`src/rtl/key_input_control.sv`:
```
// key_input_control: Avalon-MM slave for the board pushbuttons.
//
// Each active-low key is synchronized through two flops and then debounced.
// A debounced level change is accepted only after DEBOUNCE_CYCLES
// consecutive cycles of disagreement. A debounced press (0->1) latches a bit
// in the edge-capture register. Captured edges gated by the IRQ mask drive
// the interrupt.
//
// Ports:
//   iClk            system clock
//   iReset_n        asynchronous active-low reset
//   iChip_select_n  Avalon chip select, active low
//   iRead_n         Avalon read strobe, active low
//   iWrite_n        Avalon write strobe, active low
//   iAddress        register select: 0 DATA, 1 IRQMASK, 2 EDGE (W1C), 3 RAW
//   iWritedata      write data, bits [NUM_KEYS-1:0] used
//   oReaddata       registered read data, latency 1, 0x00 when not reading
//   oIrq            interrupt request, |(edge & mask)
//   iKey            raw pushbuttons, asynchronous, 0 = pressed
module key_input_control #(
   parameter int unsigned NUM_KEYS        = 4,
   parameter int unsigned DEBOUNCE_CYCLES = 500000,
   parameter int unsigned CNT_WIDTH       = 20
) (
   input  logic                iClk,
   input  logic                iReset_n,
   input  logic                iChip_select_n,
   input  logic                iRead_n,
   input  logic                iWrite_n,
   input  logic [1:0]          iAddress,
   input  logic [7:0]          iWritedata,
   output logic [7:0]          oReaddata,
   output logic                oIrq,
   input  logic [NUM_KEYS-1:0] iKey
);

   localparam logic [CNT_WIDTH-1:0] CntMax = CNT_WIDTH'(DEBOUNCE_CYCLES - 1);

   // Synchronizer flops hold the raw (active-low) level so that their reset
   // value of all ones means "released"; inversion happens after stage 2.
   logic [NUM_KEYS-1:0]  keyMetaQ;
   logic [NUM_KEYS-1:0]  keyStableQ;
   logic [NUM_KEYS-1:0]  sync;

   logic [NUM_KEYS-1:0]  debQ, debD;
   logic [CNT_WIDTH-1:0] cntQ [NUM_KEYS];
   logic [CNT_WIDTH-1:0] cntD [NUM_KEYS];
   logic [NUM_KEYS-1:0]  pressEvt;

   logic [NUM_KEYS-1:0]  maskQ, maskD;
   logic [NUM_KEYS-1:0]  edgeQ, edgeD;
   logic [NUM_KEYS-1:0]  edgeClr;
   logic [NUM_KEYS-1:0]  regSel;
   logic [7:0]           readdataQ, readdataD;

   logic                 wrEn;
   logic                 rdEn;
   logic                 unusedWritedata;

   assign sync = ~keyStableQ;
   assign wrEn = ~iChip_select_n & ~iWrite_n;
   assign rdEn = ~iChip_select_n & ~iRead_n;

   // Upper write-data bits are meaningless when NUM_KEYS < 8.
   assign unusedWritedata = ^iWritedata;

   // Debounce: count consecutive mismatches, accept the new level on the
   // DEBOUNCE_CYCLES-th one; any agreeing cycle restarts the count.
   always_comb begin
      debD     = debQ;
      pressEvt = '0;
      for (int unsigned k = 0; k < NUM_KEYS; k++) begin
         cntD[k] = '0;
         if (sync[k] != debQ[k]) begin
            if (cntQ[k] == CntMax) begin
               debD[k]     = sync[k];
               pressEvt[k] = sync[k];
            end else begin
               cntD[k] = cntQ[k] + 1'b1;
            end
         end
      end
   end

   // Register writes; a press edge overrides a same-cycle write-1-clear.
   always_comb begin
      maskD   = maskQ;
      edgeClr = '0;
      if (wrEn) begin
         case (iAddress)
            2'd1:    maskD   = iWritedata[NUM_KEYS-1:0];
            2'd2:    edgeClr = iWritedata[NUM_KEYS-1:0];
            default: ;
         endcase
      end
      edgeD = (edgeQ & ~edgeClr) | pressEvt;
   end

   // Read mux samples pre-write register values.
   always_comb begin
      case (iAddress)
         2'd0:    regSel = debQ;
         2'd1:    regSel = maskQ;
         2'd2:    regSel = edgeQ;
         default: regSel = sync;
      endcase
      readdataD = rdEn ? 8'(regSel) : 8'h00;
   end

   always_ff @(posedge iClk or negedge iReset_n) begin
      if (!iReset_n) begin
         keyMetaQ   <= '1;
         keyStableQ <= '1;
         debQ       <= '0;
         maskQ      <= '0;
         edgeQ      <= '0;
         readdataQ  <= 8'h00;
         for (int unsigned k = 0; k < NUM_KEYS; k++) begin
            cntQ[k] <= '0;
         end
      end else begin
         keyMetaQ   <= iKey;
         keyStableQ <= keyMetaQ;
         debQ       <= debD;
         maskQ      <= maskD;
         edgeQ      <= edgeD;
         readdataQ  <= readdataD;
         for (int unsigned k = 0; k < NUM_KEYS; k++) begin
            cntQ[k] <= cntD[k];
         end
      end
   end

   assign oReaddata = readdataQ;
   assign oIrq      = |(edgeQ & maskQ);

endmodule

```
`config.mk`:
```
export PLATFORM = sky130hd
export DESIGN_NAME = key_input_control
export DESIGN_NICKNAME = d
export VERILOG_FILES = /design/src/rtl/key_input_control.sv
export SDC_FILE = /design/constraint.sdc
export NUM_CORES = 1
export LEC_CHECK = 0
export BUFFER_PORTS_ARGS = -buffer_cell sky130_fd_sc_hd__buf_4
export CAP_MARGIN = 20
export CORE_MARGIN = 2
export CORE_UTILIZATION = 30
export DETAILED_ROUTE_END_ITERATION = 6
export PLACE_DENSITY = 0.47
export SLEW_MARGIN = 20
export SYNTH_ARGS = -nofsm -noshare
export SYNTH_HDL_FRONTEND = slang
export SYNTH_SLANG_ARGS = --single-unit
```
`constraint.sdc`:
```
create_clock -name iClk -period 5.3 [get_ports iClk]
set_clock_uncertainty 0.15 [all_clocks]
set_input_delay 0.795 -clock iClk [delete_from_list [all_inputs] [get_ports iClk]]
set_output_delay 0.795 -clock iClk [all_outputs]
set_load 0.02 [all_outputs]
```
# == Yosys cells after proc, flatten, opt, wreduce, memory -nomap -nowiden ==
# Index checks and enable logic that the tools add are counted.
# op_classes
addsub,4
n_mul,0
div_mod_pow,0
n_lt_le_gt_ge,0
n_eq_ne,10
shift,0
n_mux,20
bitwise,10
n_reduce_logical,7
# ops
cell,n
20-bit two-way mux,8
"20-bit by 1-bit adder with 20-bit output, second input constant",4
"20-bit by 19-bit equality test with 1-bit output, second input constant",4
4-bit two-way mux,3
4-bit case mux with 3 select lines,1
2-bit AND reduction,5
4-bit AND,2
1-bit two-way mux,8
4-bit NOT,2
1-bit inequality test,4
4-bit OR,1
4-bit OR reduction,1
1-bit NOT,3
1-bit AND,2
"2-bit by 1-bit equality test with 1-bit output, second input constant",1
"2-bit equality test, second input constant",1
2-bit logical NOT,1
# word_totals
register_bits,104
latch_bits,0
ramBits,0
rom_bits,0
wordCells,64
memories,0

# == Depth between registers and ports, before layout ==
# Gate-level depths: netlist of run 1.
# logic_depth
word_depth,6
depth_mapped,6
mapped_depth_nobuf,5

# == Worst setup path before layout of run 1 ==
# OpenSTA, ideal clock, no wires.
# synth_timing
path_type,input -> register
start,input port iAddress[1]
end,register maskQ[0]
setup_ps,125
t_arrival_ps,2009
slack_ps,3016
stages,3
n_path_buf,1
cell_sequence,clkbuf_1 nor4b_1 mux2_2
# synth_between
elab_chain_cells,2
# synth_rtl
item,line_no,rtl
"start, declared",30,"input logic [1:0] iAddress,"
2-bit by 1-bit equality test with 1-bit output,90,case (iAddress)
2-bit AND reduction (no source line),n/a,
"end signal, assigned",125,maskQ <= maskD;
"end, declared",50,"logic [NUM_KEYS-1:0] maskQ, maskD;"
# Every way passes these cells.
# A chain may end at the register's enable or synchronous reset.

==> flow_summary.ini, run 1 <==
[final_layout]
final_core_util_pct = 34.73
nets = 536
layout-drive-gt1-share_pct = 13.32
fin_area_um2 = 5718
antenna-diode-count = 0
syn_to_final_growth_pct = 13.97
fillerInstances = 1703

[setup_path]
crit_buf_inv = 1
cp_top_family = simple AND/OR/NAND/NOR gates
cp-end-kind = flop
required_ns = 5.39
r2r_start = cntQ[20]
arrival_ns = 2.52
crit_fanout = 10
worst-r2r-cell-count = 6
rrSetupSlack_ns = 2.88
startpoint_type = flop
max_stage_delay_ns = 0.59
r2r_end = cntQ[27]
slowest_stage = o21ai_1
critical_path_class = reg -> reg
path_cells = ha_1, nand3_2, or2_2, o21ai_1, buf_4, nor2_1

[floorplanning]
die_h_um = 133.3
rows = 47
die_area_um2 = 17770
die_w_um = 133.3
initial_utilization_pct = 30.47
core_um2 = 16470
ios = 28

[timing]
final.min_clock_period_ns = 2.424
setup_tns_ns = 0
period_share_pct = 45.74
slew_headroom_pct = 33.01
maxSlewViolCount = 0
fin_ws_ns = 2.876
setup_violations = 0
hold_viol = 0
rsz0062_at_grt = no
clock.fmax_mhz = 412.5
tightest_slew_ns = 0.9909

[clocking]
ctsHoldBuffers = 0
htreeDepth = 3
cts_max_path_buffers = 2
cts_setup_buffers = 0
clk_latency_ns = 0.35
clock-sinks = 104
cts_root_buffer = clkbuf_16
cts_buffers = 9
clk_pin_slew_ns = 0.07
cts_tree = built
cts_resized = 0

[global_routing]
gr-usage-all-layers_pct = 12.34
grt_max_degree = 64
use_met1_pct = 17.70
use_met3_pct = 2.321
grt_use_met2_pct = 17.96
antenna_found_initial = 0
overflow = 0
grt.busiest_layer = met2
grt_pass1_vias = 3599
grt_pass1_wl_mm = 17.65

[detailed_routing]
antenna_left = 0
drt_pass1_iterations = 4
post_drt_via_cell_ratio = 4.890
remaining_drc_errors = 0
num_vias = 3609
post_drt_wl_per_cell_um = 13.75
wl_mm = 10.15
first_iter_violations = 206

[synthesis]
ys_ff_latch = 104
synth-edff-count = 0
synth_area_leaders = dfrtp_1, xnor2_1, nor2_1, dfstp_2, xor2_1
yosysUniqueCellTypes = 49
synth_top_area_share_pct = 47.88
syn_avg_cell_area_um2 = 10.28
syn_inst = 488
yosysWarnings = 0
synth_area_um2 = 5017
yosysMostFrequentCell = dfrtp_1
seq_area_frac_synth_pct = 52.07
ys_top_cells_by_count = dfrtp_1, nor2_1, xnor2_1, nand2_1, nand4_1
synthFlopType = dfrtp_1
async_reset_ff_share_pct = 100.0
synth_largest_area_cell = dfrtp_1

[hold_path]
hold_start = keyMetaQ[2]
holdPathStages = 0
hold_path_class = reg -> reg
worstHoldEndpoint = keyStableQ[2]

[power]
peakVddDrop_uv = 130.8
p_per_area_nw_per_um2 = 287.2
p_leak_nw = 2.226
power_w = 0.001642

[outcome]
outcome = complete, no violations

[job]
cap_violations = 0

[placement]
place_area_um2 = 5410
gp_congestion = 0.7551
place_ws_ns = 2.809
portBuffers = 19
dp_hpwl_mm = 7.076
-- metrics by stage --
stage | hold WS, ns | instances
4_1_cts | 0.2048 | 738
3_3_place_gp | 0.1954 | 722
2_1_floorplan | 0.1952 | 491
6_report | 0.2040 | 738
3_5_place_dp | 0.1972 | 722
5_1_grt | 0.2106 | 738
-- state kept, by name, indices dropped and copies added, names as in the netlist --
signal	flops
cntQ	80
debQ	4
edgeQ	4
keyMetaQ	4
keyStableQ	4
maskQ	4
oReaddata	4
-- placed cells by master, fill, tap and decap left out, types with 5 or more instances in the layout --
| cell type | synthesis | routed |
|---|---|---|
| a21oi_1 | 18 | 18 |
| and3_1 | 6 | 6 |
| and4_1 | 5 | 5 |
| buf_4 | 4 | 22 |
| clkbuf_16 | 0 | 9 |
| dfrtp_1 | 96 | 96 |
| dfstp_2 | 8 | 8 |
| inv_1 | 17 | 17 |
| nand2_1 | 32 | 32 |
| nand3_1 | 21 | 21 |
| nand4_1 | 24 | 24 |
| nor2_1 | 67 | 67 |
| nor3_1 | 11 | 11 |
| nor4_1 | 11 | 11 |
| nor4b_1 | 8 | 8 |
| o21ai_0 | 18 | 18 |
| o31ai_1 | 8 | 8 |
| or2_2 | 5 | 5 |
| or3_1 | 12 | 12 |
| or4_1 | 11 | 11 |
| xnor2_1 | 38 | 38 |
| xor2_1 | 21 | 21 |
-- power by group --
| part | switching (W) | leakage, nW | total, W | internal (W) |
|---|---|---|---|---|
| clock network | 0.000288 | 0.144 | 0.000703 | 0.000415 |
| registers | 0.0000217 | 1.40 | 0.000842 | 0.000820 |
| logic | 0.0000566 | 0.680 | 0.0000969 | 0.0000403 |
-- area by class of cell --
class,instances,area (µm²),area share (%)
flip-flops and latches,104,2613,45.69
clock inverters,3,67.56,1.182
clock buffers,13,240.2,4.201
repair buffers,22,165.2,2.888
well taps,220,275.3,4.814
multi-input cells,359,2293,40.11
inverters,17,63.81,1.116
-- logic make-up after synthesis --
kind of cell               count (synthesis)  share of synthesized area [%]
muxes                                      8                          2.444
xor gates and xnor gates                  59                          10.30
adders and majority gates                  4                         0.9975
other                                      1                        0.07474
DFF                                      104                          52.07
buffers and inverters                     28                          2.519
AOI/OAI and AO/OA                         54                          6.384
and+or+nand+nor                          230                          25.21
-- routing by layer --
layer | part of all wire, % | wire [µm]
met5 | 0 | 0
met4 | 2.1 | 218
met3 | 3.1 | 317
met2 | 44 | 4423
met1 | 51 | 5188
-- worst max-delay path by stage --
stage                      from        to  cells past startpoint
CTS                    cntQ[20]  cntQ[39]                      6
finish                 cntQ[20]  cntQ[27]                      6
floorplan           iAddress[1]  maskQ[0]                      3
detailed placement  iAddress[1]  maskQ[1]                      3
global route           cntQ[20]  cntQ[27]                      6
global placement       cntQ[56]  cntQ[50]                      4
Note: power is estimated with default switching activity, not from simulation.
==> inputs of run 2 (changes only) <==
- PLACE_DENSITY: 0.47 -> 0.49
- clock period: 5.3 -> 2.2 ns (I/O delays scaled with it)
==> flow_summary.ini, run 2 (synthesis gave the netlist of run 1 again) <==
[global_routing]
grt_max_degree = 41
grt_pass1_wl_mm = 18.00
grt_pass1_vias = 3596
antenna_found_initial = 0
gr-usage-all-layers_pct = 12.60
overflow = 0

[clocking]
htreeDepth = 3
cts_buffers = 9
cts_tree = built
cts_max_path_buffers = 2
clk_pin_slew_ns = 0.07
cts_root_buffer = clkbuf_16
clk_latency_ns = 0.35
clock-sinks = 104

[setup_path]
slowest_stage = or3_2
path_cells = ha_2, nand4_1, or3_2, or4_1, a21oi_1
max_stage_delay_ns = 0.53
worst-r2r-cell-count = 5
critical_path_class = reg -> reg
r2r_start = cntQ[0]
arrival_ns = 2.22
crit_fanout = 4
cp-end-kind = flop
cp_top_family = simple AND/OR/NAND/NOR gates
required_ns = 2.33
rrSetupSlack_ns = 0.11
startpoint_type = flop
crit_buf_inv = 0
r2r_end = cntQ[18]

[final_layout]
mostFrequentLayoutCell = dfrtp_1
regArea_um2 = 2613
layout_common_cells = dfrtp_1, nor2_1, buf_4, xnor2_1, nand2_1
top_register = cntQ
antenna-diode-count = 0
layout-drive-gt1-share_pct = 16.79
largest_reg_flops = 80
syn_to_final_growth_pct = 17.93
nets = 560
multi_input_area_um2 = 2296
fillerInstances = 1709
fin_cells = 762

[timing]
fin_ws_ns = 0.1125
maxSlewViolCount = 0
setup_tns_ns = 0
period_share_pct = 94.89
hold_viol = 0
clock.fmax_mhz = 479.0
setup_violations = 0
final.min_clock_period_ns = 2.088
rsz0062_at_grt = no

[hold_path]
worstHoldEndpoint = oReaddata[1]
holdPathStages = 2
hold_start = iRead_n
hold_path_class = in -> reg

[placement]
dp_hpwl_mm = 7.091
gp_congestion = 0.7240
dp.cells = 738
place_ws_ns = 0.08173
portBuffers = 19

[job]
cap_violations = 0

[floorplanning]
core_um2 = 16470
die_h_um = 133.3
ios = 28
initial_utilization_pct = 30.47
die_w_um = 133.3
die_area_um2 = 17770
rows = 47

[outcome]
outcome = complete, no violations

[power]
peakVddDrop_uv = 406.8
power_w = 0.003848
p_per_area_nw_per_um2 = 650.4
p_leak_nw = 2.338

[detailed_routing]
post_drt_wl_per_cell_um = 13.30
first_iter_violations = 308
post_drt_via_cell_ratio = 4.900
antenna_left = 0
drt_pass1_iterations = 6
wl_mm = 10.13
num_vias = 3734
remaining_drc_errors = 0
-- run 2: cell types whose count changed in the layout (fill, tap and decap cells not counted), sizes merged --
| cell | before | now |
|---|---|---|
| buf | 22 | 41 |
| bufinv | 2 | 0 |
| clkbuf | 13 | 14 |
| clkinv | 0 | 1 |
| dlygate4sd3 | 0 | 5 |
-- run 2: power breakdown --
group	leakage, nW	total [W]	internal, W	switching [W]
logic	0.797	0.000262	0.000119	0.000143
clock network	0.139	0.00156	0.000860	0.000700
registers	1.40	0.00203	0.00198	0.0000495
-- run 2: worst max path at each step --
stage | start | end | cells past startpoint | slack [ns]
after detailed placement | cntQ[2] | cntQ[17] | 4 | 0.08
after floorplan | cntQ[20] | cntQ[38] | 5 | 0.14
after global placement | cntQ[2] | cntQ[17] | 4 | 0.12
after CTS | cntQ[0] | cntQ[18] | 5 | 0.08
after global routing | cntQ[65] | cntQ[79] | 4 | 0.01
final | cntQ[0] | cntQ[18] | 5 | 0.11
-- run 2: metrics by stage --
step	util (%)	instance area, µm²	hold slack [ns]
2_1_floorplan	-	5029	-0.1156
3_3_place_gp	33.72	5552	0.1676
3_5_place_dp	33.72	5552	0.1765
4_1_cts	35.76	5888	0.006285
5_1_grt	35.93	5917	0.01298
6_report	35.93	5917	0.02758
-- run 2: final cells by class --
type,instances,share of cell area (%)
multi-input combinational,359,38.80
tap,220,4.652
clock buffer,14,4.631
sequential,104,44.15
clock inverter,2,0.2115
timing repair buffer,46,6.471
inverter,17,1.078
-- run 2: timing repair --
item	CTS	global route
endpoints found under the hold margin	36	0
setup buffers	0	3
gates resized for setup	0	2
setup endpoints to repair	0	2
hold buffers	5	0
-- run 2: routing by layer --
layer | GRT usage [%] | vias up | share of wire [%]
li1 | - | 1833 | -
met1 | 17.86 | 1836 | 48
met2 | 18.56 | 53 | 46
met3 | 3.615 | 12 | 4.6
met4 | 4.078 | 0 | 1.6
met5 | 0 | - | 0
-- run 2: worst reg2reg max path, delay by kind of cell (launching register included) --
family                   cells  cell delay [ns]
flip-flops                   1             0.39
adder cells (fa/ha/maj)      1             0.22
AND/OR/NAND/NOR              3             1.10
AO/OA/AOI/OAI                1             0.15
